===== src/rtl/sev_seg_pkg.sv =====
// Shared definitions for the seven-segment scan controller: segment codes,
// the nibble encoder and the conversion FSM state type.
package sev_seg_pkg;

    localparam logic [6:0] SEG_0     = 7'h7E;
    localparam logic [6:0] SEG_1     = 7'h30;
    localparam logic [6:0] SEG_2     = 7'h6D;
    localparam logic [6:0] SEG_3     = 7'h79;
    localparam logic [6:0] SEG_4     = 7'h33;
    localparam logic [6:0] SEG_5     = 7'h5B;
    localparam logic [6:0] SEG_6     = 7'h5F;
    localparam logic [6:0] SEG_7     = 7'h70;
    localparam logic [6:0] SEG_8     = 7'h7F;
    localparam logic [6:0] SEG_9     = 7'h7B;
    localparam logic [6:0] SEG_A     = 7'h77;
    localparam logic [6:0] SEG_B     = 7'h1F;
    localparam logic [6:0] SEG_C     = 7'h4E;
    localparam logic [6:0] SEG_D     = 7'h3D;
    localparam logic [6:0] SEG_E     = 7'h4F;
    localparam logic [6:0] SEG_F     = 7'h47;
    localparam logic [6:0] SEG_BLANK = 7'h00;

    typedef enum logic {
        IDLE,
        CONV
    } state_t;

    // Active-high pattern, bit6 = segment a ... bit0 = segment g.
    function automatic logic [6:0] seg_encode(input logic [3:0] nibble);
        logic [6:0] code;
        code = SEG_BLANK;
        case (nibble)
            4'h0: code = SEG_0;
            4'h1: code = SEG_1;
            4'h2: code = SEG_2;
            4'h3: code = SEG_3;
            4'h4: code = SEG_4;
            4'h5: code = SEG_5;
            4'h6: code = SEG_6;
            4'h7: code = SEG_7;
            4'h8: code = SEG_8;
            4'h9: code = SEG_9;
            4'hA: code = SEG_A;
            4'hB: code = SEG_B;
            4'hC: code = SEG_C;
            4'hD: code = SEG_D;
            4'hE: code = SEG_E;
            4'hF: code = SEG_F;
        endcase
        return code;
    endfunction

endpackage


===== src/rtl/bin_to_bcd_seq.sv =====
// Iterative double-dabble converter: one bit per clock, MSB first, DATA_W
// iterations. done/bcd/overflow present the final iteration's result combinationally.
module bin_to_bcd_seq
    import sev_seg_pkg::*;
#(
    parameter int DATA_W     = 32,
    parameter int NUM_DIGITS = 8
) (
    input  logic                    clk,
    input  logic                    rst,
    input  logic                    start,
    input  logic [DATA_W-1:0]       bin,
    output logic                    busy,
    output logic                    done,
    output logic [NUM_DIGITS*4-1:0] bcd,
    output logic                    overflow
);

    localparam int BCD_W = NUM_DIGITS * 4;
    localparam int CNT_W = $clog2(DATA_W);

    state_t            r_state;
    state_t            w_state_next;
    logic [DATA_W-1:0] r_sh;
    logic [BCD_W-1:0]  r_bcd;
    logic [BCD_W-1:0]  w_adj;
    logic [BCD_W-1:0]  w_bcd_next;
    logic              r_ovf;
    logic              w_ovf_next;
    logic [CNT_W-1:0]  r_cnt;
    logic              w_last;

    // Bits shifted out of the top nibble are multiples of 10^NUM_DIGITS, so
    // dropping them leaves value mod 10^NUM_DIGITS and flags the overflow.
    always_comb begin
        w_adj = r_bcd;
        for (int unsigned i = 0; i < NUM_DIGITS; i++) begin
            if (r_bcd[i*4 +: 4] >= 4'd5) begin
                w_adj[i*4 +: 4] = r_bcd[i*4 +: 4] + 4'd3;
            end
        end
        w_bcd_next = {w_adj[BCD_W-2:0], r_sh[DATA_W-1]};
        w_ovf_next = r_ovf | w_adj[BCD_W-1];
    end

    assign w_last = (r_state == CONV) && (r_cnt == CNT_W'(DATA_W - 1));

    always_comb begin
        w_state_next = r_state;
        case (r_state)
            IDLE: if (start)  w_state_next = CONV;
            CONV: if (w_last) w_state_next = IDLE;
            default:          w_state_next = IDLE;
        endcase
    end

    always_ff @(posedge clk or posedge rst) begin
        if (rst) begin
            r_state <= IDLE;
            r_sh    <= '0;
            r_bcd   <= '0;
            r_ovf   <= 1'b0;
            r_cnt   <= '0;
        end else begin
            r_state <= w_state_next;
            if (r_state == IDLE && start) begin
                r_sh  <= bin;
                r_bcd <= '0;
                r_ovf <= 1'b0;
                r_cnt <= '0;
            end else if (r_state == CONV) begin
                r_sh  <= r_sh << 1;
                r_bcd <= w_bcd_next;
                r_ovf <= w_ovf_next;
                r_cnt <= r_cnt + 1'b1;
            end
        end
    end

    assign busy     = (r_state == CONV);
    assign done     = w_last;
    assign bcd      = w_bcd_next;
    assign overflow = w_ovf_next;

endmodule


===== src/rtl/sev_seg_scan_ctrl.sv =====
// Clocked seven-segment controller: captures a value as hex or decimal digits
// and time-multiplexes them onto a shared segment bus with optional zero blanking.
module sev_seg_scan_ctrl
    import sev_seg_pkg::*;
#(
    parameter int NUM_DIGITS = 8,
    parameter int DATA_W     = 32,
    parameter int SCAN_DIV   = 50000,
    parameter int ACTIVE_LOW = 0
) (
    input  logic                  clk,
    input  logic                  rst,
    input  logic [DATA_W-1:0]     value,
    input  logic                  load,
    input  logic                  hex_mode,
    input  logic                  blank_lz,
    output logic                  busy,
    output logic                  overflow,
    output logic [6:0]            seg,
    output logic [NUM_DIGITS-1:0] an
);

    localparam int DW    = NUM_DIGITS * 4;
    localparam int IDX_W = (NUM_DIGITS > 1) ? $clog2(NUM_DIGITS) : 1;
    localparam int PRE_W = $clog2(SCAN_DIV);

    logic                  w_busy;
    logic                  w_done;
    logic                  w_conv_ovf;
    logic [DW-1:0]         w_bcd;
    logic                  w_load_hex;
    logic                  w_load_dec;
    logic [DW-1:0]         w_hex_digits;
    logic                  w_hex_ovf;

    logic [DW-1:0]         r_digits;
    logic                  r_overflow;
    logic [PRE_W-1:0]      r_pre;
    logic [IDX_W-1:0]      r_idx;
    logic [6:0]            r_seg;
    logic [NUM_DIGITS-1:0] r_an;

    logic [NUM_DIGITS-1:0] w_nz_above;
    logic                  w_nz_acc;
    logic [3:0]            w_cur_digit;
    logic                  w_cur_nz;
    logic                  w_cur_blank;
    logic [6:0]            w_seg_next;
    logic [NUM_DIGITS-1:0] w_an_next;

    assign w_load_hex = load & hex_mode & ~w_busy;
    assign w_load_dec = load & ~hex_mode & ~w_busy;

    bin_to_bcd_seq #(
        .DATA_W     (DATA_W),
        .NUM_DIGITS (NUM_DIGITS)
    ) u_bin_to_bcd (
        .clk      (clk),
        .rst      (rst),
        .start    (w_load_dec),
        .bin      (value),
        .busy     (w_busy),
        .done     (w_done),
        .bcd      (w_bcd),
        .overflow (w_conv_ovf)
    );

    generate
        if (DATA_W > DW) begin : g_hex_trunc
            assign w_hex_digits = value[DW-1:0];
            assign w_hex_ovf    = |value[DATA_W-1:DW];
        end else begin : g_hex_ext
            assign w_hex_digits = DW'(value);
            assign w_hex_ovf    = 1'b0;
        end
    endgenerate

    always_ff @(posedge clk or posedge rst) begin
        if (rst) begin
            r_digits   <= '0;
            r_overflow <= 1'b0;
        end else if (w_load_hex) begin
            r_digits   <= w_hex_digits;
            r_overflow <= w_hex_ovf;
        end else if (w_done) begin
            r_digits   <= w_bcd;
            r_overflow <= w_conv_ovf;
        end
    end

    always_ff @(posedge clk or posedge rst) begin
        if (rst) begin
            r_pre <= '0;
            r_idx <= '0;
        end else if (r_pre == PRE_W'(SCAN_DIV - 1)) begin
            r_pre <= '0;
            r_idx <= (r_idx == IDX_W'(NUM_DIGITS - 1)) ? '0 : r_idx + 1'b1;
        end else begin
            r_pre <= r_pre + 1'b1;
        end
    end

    // w_nz_above[i]: some digit at position i or higher is non-zero.
    always_comb begin
        w_nz_above  = '0;
        w_nz_acc    = 1'b0;
        w_cur_digit = '0;
        w_cur_nz    = 1'b0;
        w_an_next   = '0;
        for (int unsigned k = 0; k < NUM_DIGITS; k++) begin
            w_nz_acc = w_nz_acc | (|r_digits[(NUM_DIGITS-1-k)*4 +: 4]);
            w_nz_above[NUM_DIGITS-1-k] = w_nz_acc;
        end
        for (int unsigned k = 0; k < NUM_DIGITS; k++) begin
            w_an_next[k] = (r_idx == IDX_W'(k));
            if (r_idx == IDX_W'(k)) begin
                w_cur_digit = r_digits[k*4 +: 4];
                w_cur_nz    = w_nz_above[k];
            end
        end
        w_cur_blank = blank_lz && (r_idx != '0) && !w_cur_nz;
        w_seg_next  = w_cur_blank ? SEG_BLANK : seg_encode(w_cur_digit);
    end

    always_ff @(posedge clk or posedge rst) begin
        if (rst) begin
            r_seg <= SEG_BLANK;
            r_an  <= '0;
        end else begin
            r_seg <= w_seg_next;
            r_an  <= w_an_next;
        end
    end

    assign busy     = w_busy;
    assign overflow = r_overflow;
    assign seg      = (ACTIVE_LOW != 0) ? ~r_seg : r_seg;
    assign an       = (ACTIVE_LOW != 0) ? ~r_an  : r_an;

endmodule


===== config.mk =====
export PLATFORM = sky130hd
export DESIGN_NAME = sev_seg_scan_ctrl
export DESIGN_NICKNAME = d
export VERILOG_FILES = /design/src/rtl/sev_seg_pkg.sv /design/src/rtl/bin_to_bcd_seq.sv /design/src/rtl/sev_seg_scan_ctrl.sv
export SDC_FILE = /design/constraint.sdc
export NUM_CORES = 1
export LEC_CHECK = 0
export ABC_CLOCK_PERIOD_IN_PS = 6200
export BUFFER_PORTS_ARGS = -buffer_cell sky130_fd_sc_hd__buf_2
export CAP_MARGIN = 20
export CORE_ASPECT_RATIO = 0.6
export CORE_MARGIN = 8
export CORE_UTILIZATION = 65
export DETAILED_ROUTE_END_ITERATION = 10
export PLACE_DENSITY_LB_ADDON = 0.08
export RECOVER_POWER = 25
export SLEW_MARGIN = 20
export SYNTH_ARGS = -nofsm -noshare
export SYNTH_HDL_FRONTEND = slang
export SYNTH_SLANG_ARGS = --single-unit

===== constraint.sdc =====
create_clock -name clk -period 6.2 [get_ports clk]
set_input_delay 0.31 -clock clk [delete_from_list [all_inputs] [get_ports clk]]
set_output_delay 0.31 -clock clk [all_outputs]
set_load 0.005 [all_outputs]

# Yosys cells after proc, flatten, opt, wreduce, memory -nomap -nowiden
# Memory sizes are Yosys's and may differ from the RTL's.
# Cells that the tools add are included.
# classes
add_sub_neg,11
mul,0
div_mod_pow,0
magnitude_cmp,8
eq_ne,9
shift,0
mux,42
bitwise,14
reduce_logical,17
# op_table
cell,n
2-to-1 mux 32 bit,6
2-to-1 mux 4 bit,16
"adder 4 x 2 -> 4 bit, second input constant",8
"greater-or-equal comparator 4 x 3 -> 1 bit, second input constant",8
OR reduction 4 bit,8
"adder 16 x 1 -> 16 bit, second input constant",1
"== test 16 bit, second input constant",1
2-to-1 mux 16 bit,1
2-to-1 mux 1 bit,14
"== test 3 bit, second input constant",4
2-to-1 mux 5 bit,2
OR 1 bit,8
2-to-1 mux 7 bit,1
"== test 3 x 2 -> 1 bit, second input constant",2
"adder 5 x 1 -> 5 bit, second input constant",1
"== test 5 bit, second input constant",1
AND 1 bit,4
logical AND 1 bit,4
nonzero test 2 bit,2
"adder 3 x 1 -> 3 bit, second input constant",1
"== test 3 x 1 -> 1 bit, second input constant",1
logical NOT 3 bit,1
2-to-1 mux 3 bit,1
nonzero test 3 bit,1
other kinds (3),4
# totals
ff_bits,138
latchBits,0
ram_bits,0
rom_bits,112
in_bits,37
output_inout_bits,17
wordCells,113
mem_count,1
# mem_list
name,depth,word_bits,rd,rd_ports_with_merged_regs,write_ports,line,text
(no name shown),16,7,1,0,0,sev_seg_pkg.sv:32,case (nibble)

# Depth between registers and ports, before layout
# Gate-level depths: netlist (run 1).
# depth
depth_word,19
depth_mapped,13
ltp_nobuf,12

# Modules after synthesis
# A second synthesis (run 1) with hierarchy kept.
# unflattened
cells_unflattened,766
hier_area_um2,7586.0
# modules_own_cells
module,n_inst,cells_each,area_per_inst_um2,seq_area_each_um2
bin_to_bcd_seq,1,396,3883.7,1776.7
sev_seg_scan_ctrl,1,370,3702.3,1676.6

# Worst setup path before layout (run 1)
# No wires, ideal clock.
# synth_timing
kind,register to register
from,register r_idx[2]
to,"register r_seg[6], in the netlist seg[6]"
setup_time_ns,0.082
t_arrival_ns,2.748
required_time_ns,6.118
path_slack_ns,3.370
path_stages_with_launch,13
path_buffers,1
period_less_slack_ns,2.830
path_cell_list,dfrtp_1 -> buf_4 -> inv_1 -> ha_1 -> or2_4 -> a221o_2 -> a21boi_1 -> o22ai_1 -> o21ai_1 -> inv_1 -> ha_1 -> or3b_1 -> a31oi_1
# synth_between
elab_cells_between_ends,30
classes_between,eq/ne: 7; mux: 17; reduce/logical: 5; memory: 1
# synth_lines
element,line,text
from (decl),sev_seg_scan_ctrl.sv:39,logic [IDX_W-1:0] r_idx;
from (signal assigned),sev_seg_scan_ctrl.sv:97,r_idx <= (r_idx == IDX_W'(NUM_DIGITS - 1)) ? '0 : r_idx + 1'b1;
== test 3 x 2 -> 1 bit (*),-,
named net w_an_next[3],sev_seg_scan_ctrl.sv:49,logic [NUM_DIGITS-1:0] w_an_next;
"parallel branches: the longest is 7 deep, another holds memory read (16 x 7 bit)",-,
2-to-1 mux 7 bit (*),sev_seg_scan_ctrl.sv:122,w_seg_next = w_cur_blank ? SEG_BLANK : seg_encode(w_cur_digit);
named net w_seg_next[6],sev_seg_scan_ctrl.sv:48,logic [6:0] w_seg_next;
to (signal assigned),sev_seg_scan_ctrl.sv:130,r_seg <= w_seg_next;
to (decl),sev_seg_scan_ctrl.sv:40,logic [6:0] r_seg;
# Mark *: on every way through the listed nets, which the timed path passes.
# A chain may end at the register's enable or synchronous reset.

# Worst setup path in the final report (run 1)
# Same ends and word-level chain as after synthesis.

==> metrics.txt, run 1 <==
TritonCTS clock tree done; Worst path slowest cell dfrtp_1; Routed Antenna Nets 0; post-CTS resize count 0; fmax 285 MHz; Top FF cell, synth dfrtp_1; slew at the pin with the worst max-slew slack 3320 ps; Pwr Density 479 mW/mm^2; Worst Path Max Fanout 13; RSZ-0062 raised after global routing no; height of the die 97.7 um; CP bufs+invs 2; DR WL/cell 19.3 um; vias per cell 6.24; I/O Pins 54; Max-cap violations 1; largest net degree at the start of global routing 77; fillers 728; flops & latches, synth 138; CP Data Arrival Time 3850 ps; violated checks capacitance limit, slew limit; vias 5,742; vias in the first global route 5,923; GRT Total Usage 24.7%; layout cells sized above 1 14.6%; run status finished, violations left; Finished Layout Cells 920; initial antenna violation count 0; Async S/R FF share, synth 100%; Lkg Pwr 3.94 nW; minimum clock period 3510 ps; DP Wirelength 12,100 um; library cells used by synthesis 54; Critical Path Sink Type flop; storage element area 0.00346 mm^2; VDD IR max 271 uV; area grow syn2layout 12.4%; RePlAce Congestion 0.929; GR Overflow Total 0; internal power 0.00245 W; Final Max Tran Viols 77; clk buf depth 2; Num Clock Sinks 138; Seq/Total Area, Yosys 47.8%; buffers added on ports 53; DRC violations left 0; CP startpoint kind flop; Worst slew margin -123%; CP Cell Sequence inv_1 -> ha_1 -> or2_4 -> a221o_2 -> a21boi_1 -> o22ai_1 -> o21ai_1 -> inv_1 -> ha_1 -> or3b_1 -> a31oi_1; Clock Pin Slew Worst Setup and Hold Paths 60 ps; setup TNS 0 ps; syn_nets 799; synthesized area 0.00723 mm^2; Crit path max-delay family compound AO/OA/AOI/OAI gates; worst min path class primary input to flop; worst skew pair latency 420 ps; Post-CTS Hold Fix Bufs 0; Sw Share 37.0%; clock share of power 25.8%; first-pass GRT wire length 30,000 um; Rows 29; Final nets 836; Setup violations, final 0; TritonRoute pass-1 iters 5; Ys Warns 0; combinational share of power 34.4%; final wirelength 17,800 um; crit-path max cell delay 590 ps; ANT cells 0; H-tree depth 4; Num CTS Buffers 17; fin crit share 56.7%; sequential power share 39.7%; critical path class flop to flop; DIE AREA 0.0149 mm^2; post-CTS setup buffers 0; sw power 0.00144 W; synthesized netlist cell count 731; fin util 75.9%; final hold violation count 0; core area 0.0107 mm^2; Clock Tree Root clkbuf_16; DR iter-0 viols 422; Worst EP required 6540 ps; Clock Skew 9.06 ps; initial core utilization 67.5%; synthesized area per cell 9.89 um^2; DP Cell Count 888; Power Total 0.00389 W; Multi-input gate area 0.00346 mm^2; Post-synth EDFFs 0; Die X 152 um
## cell usage in the layout, fill, tap and decap left out, types with 3 or more instances in the layout
cell | synthesis | final
a211oi_1 | 4 | 4
a21o_1 | 5 | 5
a21oi_1 | 40 | 39
a221o_1 | 7 | 7
a221oi_2 | 3 | 3
a22oi_1 | 24 | 24
and3_1 | 5 | 5
buf_2 | 5 | 53
buf_4 | 2 | 6
clkbuf_1 | 27 | 3
clkbuf_16 | 0 | 17
clkinv_2 | 0 | 3
clkinv_4 | 0 | 3
dfrtp_1 | 138 | 137
ha_1 | 31 | 31
inv_1 | 36 | 35
mux2_2 | 11 | 11
mux2i_1 | 58 | 58
nand2_1 | 101 | 101
nand2b_1 | 10 | 10
nand3_1 | 13 | 13
nand3b_1 | 5 | 5
nor2_1 | 30 | 29
nor2b_1 | 7 | 6
nor3b_1 | 16 | 16
nor4_1 | 9 | 9
o21ai_0 | 73 | 73
o22ai_1 | 5 | 5
o31ai_1 | 4 | 4
xnor2_1 | 12 | 12
xor2_1 | 14 | 14
## final timing paths
check,endpoint,cells after the start,slack [ps],startpoint
max reg2reg,seg[6]$_DFF_PP0_,11,2690,r_idx[2]$_DFFE_PP0N_
max,seg[6]$_DFF_PP0_,11,2690,r_idx[2]$_DFFE_PP0N_
min in group asynchronous,r_pre[1]$_DFF_PP0_,2,860,rst
min,r_digits[0]$_DFFE_PP0P_,3,130,value[0]
max in group asynchronous,u_bin_to_bcd.r_bcd[22]$_DFFE_PP0P_,3,3430,rst
min reg2reg,u_bin_to_bcd.r_sh[25]$_DFFE_PP0P_,2,480,u_bin_to_bcd.r_sh[24]$_DFFE_PP0P_
## tightest hold or removal path, cell delays in order
cell     delay, ps
buf_2           90
a32oi_1         60
nand2_1         50
## sequential cells by signal, indices dropped and copies added, names as in the netlist
| register | cells |
|---|---|
| u_bin_to_bcd.r_ovf | 1 |
| u_bin_to_bcd.busy | 1 |
| u_bin_to_bcd.r_sh | 32 |
| r_digits | 32 |
| overflow | 1 |
| r_pre | 16 |
| an | 8 |
| u_bin_to_bcd.r_bcd | 32 |
| r_idx | 3 |
| u_bin_to_bcd.r_cnt | 5 |
| seg | 7 |
## per-stage QoR
stage / hold slack (ps) / setup slack [ps] / instance area (um^2)
global route: 129 / 2470 / 8120
floorplan: 426 / 2190 / 7230
CTS: 30.7 / 2770 / 8130
finish: 130 / 2690 / 8120
global placement: 458 / 2990 / 7540
detailed placement: 470 / 2820 / 7540
## cells in the mapped netlist (3+ instances only)
| cell type | n | area (um^2) |
|---|---|---|
| o31ai_1 | 4 | 30.0 |
| a22oi_1 | 24 | 180 |
| and3_1 | 5 | 31.3 |
| nor2b_1 | 7 | 43.8 |
| buf_6 | 3 | 33.8 |
| clkbuf_1 | 27 | 101 |
| nand2_1 | 101 | 379 |
| nor4_1 | 9 | 56.3 |
| inv_1 | 36 | 135 |
| dfrtp_1 | 138 | 3450 |
| mux2_2 | 11 | 124 |
| nor3b_1 | 16 | 120 |
| a21oi_1 | 40 | 200 |
| nand3_1 | 13 | 65.1 |
| nand3b_1 | 5 | 37.5 |
| xor2_1 | 14 | 123 |
| nand2b_1 | 10 | 62.6 |
| a21o_1 | 5 | 37.5 |
| buf_2 | 5 | 25.0 |
| mux2i_1 | 58 | 581 |
| o22ai_1 | 5 | 31.3 |
| a221oi_2 | 3 | 45.0 |
| a221o_1 | 7 | 70.1 |
| nor2_1 | 30 | 113 |
| xnor2_1 | 12 | 105 |
| buf_1 | 4 | 15.0 |
| o21ai_0 | 73 | 365 |
| a211oi_1 | 4 | 30.0 |
| ha_1 | 31 | 388 |
## logic make-up (layout without fill, tap and decap cells)
group,Yosys count,in the layout,share of synthesized area (%)
multiplexers,69,69,9.75
adder cells (fa/ha/maj),31,31,5.37
AO/OA/AOI/OAI,180,180,15.4
XOR/XNOR,26,26,3.15
flip-flops,138,138,47.8
AND/OR/NAND/NOR,210,210,14.1
buffers and inverters,77,127,4.50
## layer usage
metal | GRT usage [%] | part of all wire [%]
met5 | 0 | 0
met1 | 31.6 | 45
met3 | 6.31 | 6.7
met4 | 7.87 | 1.4
met2 | 40.6 | 47
## cell type report
class	instances	share of cell area, %
clock buffer	22	5.71
clock inverter	10	1.45
inverter	36	1.68
multi-input combinational	516	42.6
sequential	138	42.6
tap	139	2.14
timing repair buffer	59	3.82
## power by group through the flow
stage	Clock, W	Sequential [W]	Combinational (W)
4_1_cts	0.00101	0.00153	0.00134
3_3_place_gp	0	0.00152	0.00123
2_1_floorplan	0	0.00142	0.00107
5_1_grt	0.00105	0.00158	0.00151
6_report	0.00100	0.00155	0.00134
3_5_place_dp	0	0.00154	0.00132
Power figures use the tool's default switching activity.
==> inputs of run 2 (changes only) <==
ABC_CLOCK_PERIOD_IN_PS = 3130   (was 6200)
CORE_UTILIZATION = 55   (was 65)
clock period = 3.13 ns   (was 6.2 ns; I/O delays follow)
==> metrics.txt, run 2 (synthesis gave the netlist of run 1 again) <==
Worst path slowest cell dfrtp_1; Final Max Tran Viols 0; fin crit share 95.1%; CP Data Arrival Time 3310 ps; initial antenna violation count 0; RePlAce Congestion 0.868; Setup violations, final 0; Largest regs r_digits (32), u_bin_to_bcd.r_bcd (32), u_bin_to_bcd.r_sh (32); GRT Total Usage 21.2%; fmax 336 MHz; fillers 1,037; Num Clock Sinks 138; crit-path max cell delay 400 ps; Final nets 861; Pwr Density 936 mW/mm^2; TritonRoute pass-1 iters 5; vias in the first global route 5,557; Clock Skew 11.8 ps; DIE AREA 0.0172 mm^2; Clock Tree Root clkbuf_16; storage element area 0.00346 mm^2; core area 0.0129 mm^2; final wirelength 17,600 um; I/O Pins 54; final hold violation count 0; area grow syn2layout 16.2%; layout cells sized above 1 15.6%; GR Overflow Total 0; DP Wirelength 12,700 um; ANT cells 0; Post-Place Setup Slack 197 ps; first-pass GRT wire length 29,200 um; fin worst setup slack 154 ps; Die X 164 um; hold path cells 3; DR WL/cell 18.0 um; buffers added on ports 53; Routed Antenna Nets 0; CP Cell Sequence ha_1 -> ha_1 -> or2_4 -> a221o_2 -> a21boi_1 -> o22ai_1 -> o21ai_1 -> inv_1 -> ha_1 -> or3b_1 -> a31oi_2; Critical Path Sink Type flop; TritonCTS clock tree done; Worst EP required 3460 ps; largest net degree at the start of global routing 64; minimum clock period 2980 ps; height of the die 105 um; DR iter-0 viols 439; vias 5,593; Multi-input gate area 0.00347 mm^2; Clock Pin Slew Worst Setup and Hold Paths 60 ps; worst skew pair latency 420 ps; slew at the pin with the worst max-slew slack 1400 ps; Sw Share 36.1%; DRC violations left 0; Num CTS Buffers 17; H-tree depth 4; sequential power share 38.8%; clock share of power 27.1%; vias per cell 5.73; initial core utilization 56.2%; Max-cap violations 0; sw power 0.00284 W; Rows 32; Worst Path Max Fanout 4; most frequent cells in the layout 137 x dfrtp_1, 101 x nand2_1, 73 x o21ai_0; clk buf depth 2; worst min path class primary input to flop; critical path class flop to flop; VDD IR max 496 uV; reg2reg path depth 11; combinational share of power 34.1%; internal power 0.00502 W; Lkg Pwr 4.04 nW; Power Total 0.00786 W; commonest non-fill, non-tap cell in the layout dfrtp_1; CP startpoint kind flop; Worst slew margin 6.97%; run status finished clean; CP most frequent cell ha_1
-- run 2: worst max-delay path: cells and delay by family, from the launching register on --
kind | cells | cell delay (ps)
AOI/OAI and AO/OA | 5 | 1010
adders and majority gates | 3 | 690
buffers and inverters | 1 | 130
DFF | 1 | 400
and+or+nand+nor | 2 | 660
-- run 2: cell type report --
class,instances,share of cell area (%)
clock buffers,18,5.11
well taps,170,2.53
repair buffers,84,5.90
flip-flops and latches,138,41.2
multi-input cells,516,41.3
clock inverters,14,2.34
inverters,36,1.62
-- run 2: metal layers --
layer | up-vias | track usage, % | wire length, um
li1 | 2693 | - | -
met1 | 2737 | 30.5 | 8670
met2 | 143 | 31.2 | 7750
met3 | 20 | 4.62 | 903
met4 | 0 | 6.59 | 263
met5 | - | 0 | 0
-- run 2: path summary, 6_finish.rpt --
check | startpoint | end | slack (ps)
min in group asynchronous | rst | u_bin_to_bcd.r_sh[2]$_DFFE_PP0P_ | 590
max reg2reg | r_idx[0]$_DFFE_PP0N_ | seg[6]$_DFF_PP0_ | 150
max in group asynchronous | rst | u_bin_to_bcd.r_sh[19]$_DFFE_PP0P_ | 580
min reg2reg | u_bin_to_bcd.r_sh[10]$_DFFE_PP0P_ | u_bin_to_bcd.r_sh[11]$_DFFE_PP0P_ | 480
min | value[11] | r_digits[11]$_DFFE_PP0P_ | 10
max | r_idx[0]$_DFFE_PP0N_ | seg[6]$_DFF_PP0_ | 150
-- run 2: power by group through the flow --
stage	logic (W)	registers [W]	clock network, W
after floorplan	0.00211	0.00281	0
after global placement	0.00252	0.00304	0
after detailed placement	0.00266	0.00305	0
after CTS	0.00268	0.00303	0.00216
after global routing	0.00303	0.00313	0.00225
final	0.00268	0.00305	0.00213
-- run 2: repair_timing --
item / CTS / global route
buffers inserted: 0 / 1
endpoints found under the hold margin: 35 / 0
hold buffers: 7 / 0
setup endpoints to repair: 0 / 1
gates resized for setup: 0 / 2
-- run 2: through the flow --
| step | instances | hold slack, ps | cell area [um^2] | setup TNS, ps | util (%) |
|---|---|---|---|---|---|
| 2_1_floorplan | 731 | 272 | 7230 | 0 | - |
| 3_3_place_gp | 936 | 301 | 7720 | 0 | 60.1 |
| 3_5_place_dp | 936 | 296 | 7720 | 0 | 60.1 |
| 4_1_cts | 975 | 0.725 | 8420 | 0 | 65.5 |
| 5_1_grt | 976 | 3.39 | 8400 | -15.0 | 65.4 |
| 6_report | 976 | 14.7 | 8400 | 0 | 65.4 |
==> inputs of run 3 (changes only) <==
ABC_CLOCK_PERIOD_IN_PS = 3700   (was 3130)
CORE_UTILIZATION = 66   (was 55)
SYNTH_HIERARCHICAL = 1   (was not set)
TNS_END_PERCENT = 50   (was not set)
clock period = 3.7 ns   (was 3.13 ns; I/O delays follow)
==> metrics.txt, run 3 <==
ANT cells 0; vias in the first global route 5,809; Seq/Total Area, Yosys 45.5%; Ys Warns 6; commonest cells in the netlist 138 x dfrtp_1, 83 x nand2_1, 72 x mux2i_1; most frequent cells in the layout 137 x dfrtp_1, 83 x nand2_1, 72 x mux2i_1; most common cell in the netlist dfrtp_1; Num CTS Buffers 17; setup TNS 0 ps; library cells used by synthesis 62; Final Max Tran Viols 42; layout cells sized above 1 14.0%; DR iter-0 viols 423; Top FF cell, synth dfrtp_1; Worst slew margin -8.23%; fmax 323 MHz; area grow syn2layout 11.1%; violated checks capacitance limit, slew limit; Setup violations, final 0; initial core utilization 67.4%; post-CTS resize count 0; Pwr Density 813 mW/mm^2; Post-CTS Hold Fix Bufs 1; crit-path max cell delay 590 ps; H-tree depth 4; RSZ-0062 raised after global routing no; Num Clock Sinks 138; Largest regs r_digits (32), u_bin_to_bcd/r_bcd (32), u_bin_to_bcd/r_sh (32); minimum clock period 3090 ps; Clock Pin Slew Worst Setup and Hold Paths 60 ps; critical path class flop to flop; GRT Total Usage 25.2%; fillers 810; core area 0.0113 mm^2; flops & latches, synth 138; CP Data Arrival Time 3390 ps; fin crit share 83.6%; Post-synth EDFFs 0; Final nets 874; Worst path slowest cell a2111oi_0; largest cells by area after synthesis dfrtp_1 46%, mux2i_1 9.5%, ha_1 5.1%, nand2_1 4.1%, a21oi_1 3.4%; synthesized area per cell 9.90 um^2; buffers added on ports 53; Async S/R FF share, synth 100%; initial antenna violation count 0; first-pass GRT wire length 30,600 um; Routed Antenna Nets 0; I/O Pins 54; Critical Path Sink Type flop; CP bufs+invs 2; Worst EP required 3990 ps; vias per cell 6.00; fin util 74.9%; cell taking the most area after synthesis dfrtp_1; Clock Skew 8.00 ps; DRC violations left 0; syn_nets 834; Clock Tree Root clkbuf_16; CP startpoint kind flop; DP Wirelength 12,900 um; Lkg Pwr 3.78 nW; TritonCTS clock tree done; slew at the pin with the worst max-slew slack 1620 ps; synthesized area 0.00759 mm^2; vias 5,779; Worst Path Max Fanout 11; clk buf depth 2; Crit path max-delay family compound AO/OA/AOI/OAI gates; VDD IR max 434 uV; run status finished, violations left; DR WL/cell 19.2 um; Max-cap violations 1; worst min path class primary input to flop; Die X 154 um; TritonRoute pass-1 iters 5; DIE AREA 0.0153 mm^2; commonest non-fill, non-tap cell in the layout dfrtp_1; CP Cell Sequence inv_1 -> ha_1 -> nor2b_2 -> a2111oi_0 -> o21ai_1 -> a221o_1 -> inv_1 -> ha_1 -> mux2i_1 -> o221a_1; height of the die 99.0 um; GR Overflow Total 0; RePlAce Congestion 0.926; final wirelength 18,500 um; worst skew pair latency 410 ps; post-CTS setup buffers 0; final hold violation count 0; Rows 30; Synth top area share 45.5%; largest net degree at the start of global routing 103; synthesized netlist cell count 766
==> run 3: cells by family after synthesis <==
kind of cell / share of synthesized area, %
DFF: 45.5
muxes: 9.80
AOI/OAI and AO/OA: 16.9
adders and majority gates: 5.11
xor gates and xnor gates: 2.54
and+or+nand+nor: 14.7
buffers and inverters: 5.38
==> run 3: area by class of cell <==
class                           count  area, um^2  area share [%]
Inverter                           42         158            1.87
Multi-Input combinational cell    546        3730            44.3
Clock inverter                     14         164            1.94
Timing Repair Buffer               61         310            3.68
Clock buffer                       18         429            5.09
Sequential cell                   138        3460            41.0
Tap cell                          144         180            2.14
==> run 3: tightest hold or removal path, cell delays in order <==
cell     delay (ps)
buf_2            90
nor2_1           40
a21oi_1         100
==> run 3: routing by layer <==
metal	vias up	global-route usage, %	wire [um]
li1	2742	-	-
met1	2832	36.8	9130
met2	192	36.1	7930
met3	13	6.60	1280
met4	0	6.82	147
met5	-	0	0
==> run 3: worst paths after layout <==
| path | startpoint | to | slack [ps] | cells after the start |
|---|---|---|---|---|
| worst max-delay path | r_idx[0]$_DFFE_PP0N_ | seg[2]$_DFF_PP0_ | 610 | 10 |
| worst min-delay path | value[29] | r_digits[29]$_DFFE_PP0P_ | 50 | 3 |
| worst max register to register | r_idx[0]$_DFFE_PP0N_ | seg[2]$_DFF_PP0_ | 610 | 10 |
| worst min register to register | u_bin_to_bcd/r_sh[24]$_DFFE_PP0P_ | u_bin_to_bcd/r_sh[25]$_DFFE_PP0P_ | 490 | 2 |
| max in group asynchronous | rst | r_digits[3]$_DFFE_PP0P_ | 1710 | 4 |
| min in group asynchronous | rst | u_bin_to_bcd/r_sh[7]$_DFFE_PP0P_ | 580 | 3 |
==> run 3: report_power, final <==
part / total (W) / switching [W] / internal [W]
Combinational: 0.00254 / 0.00143 / 0.00111
Sequential: 0.00262 / 0.000559 / 0.00206
Clock: 0.00170 / 0.000690 / 0.00101
==> run 3: metrics by stage <==
| step | hold slack (ps) | setup slack (ps) | cells | instance area (um^2) | power [W] |
|---|---|---|---|---|---|
| finish | 46.7 | 605 | 963 | 8430 | 0.00685 |
| global route | 49.6 | 441 | 963 | 8430 | 0.00728 |
| CTS | 37.2 | 693 | 963 | 8450 | 0.00684 |
| detailed placement | 292 | 730 | 930 | 7840 | 0.00512 |
| global placement | 275 | 802 | 930 | 7840 | 0.00497 |
| floorplan | 341 | 1110 | 766 | 7590 | 0.00447 |
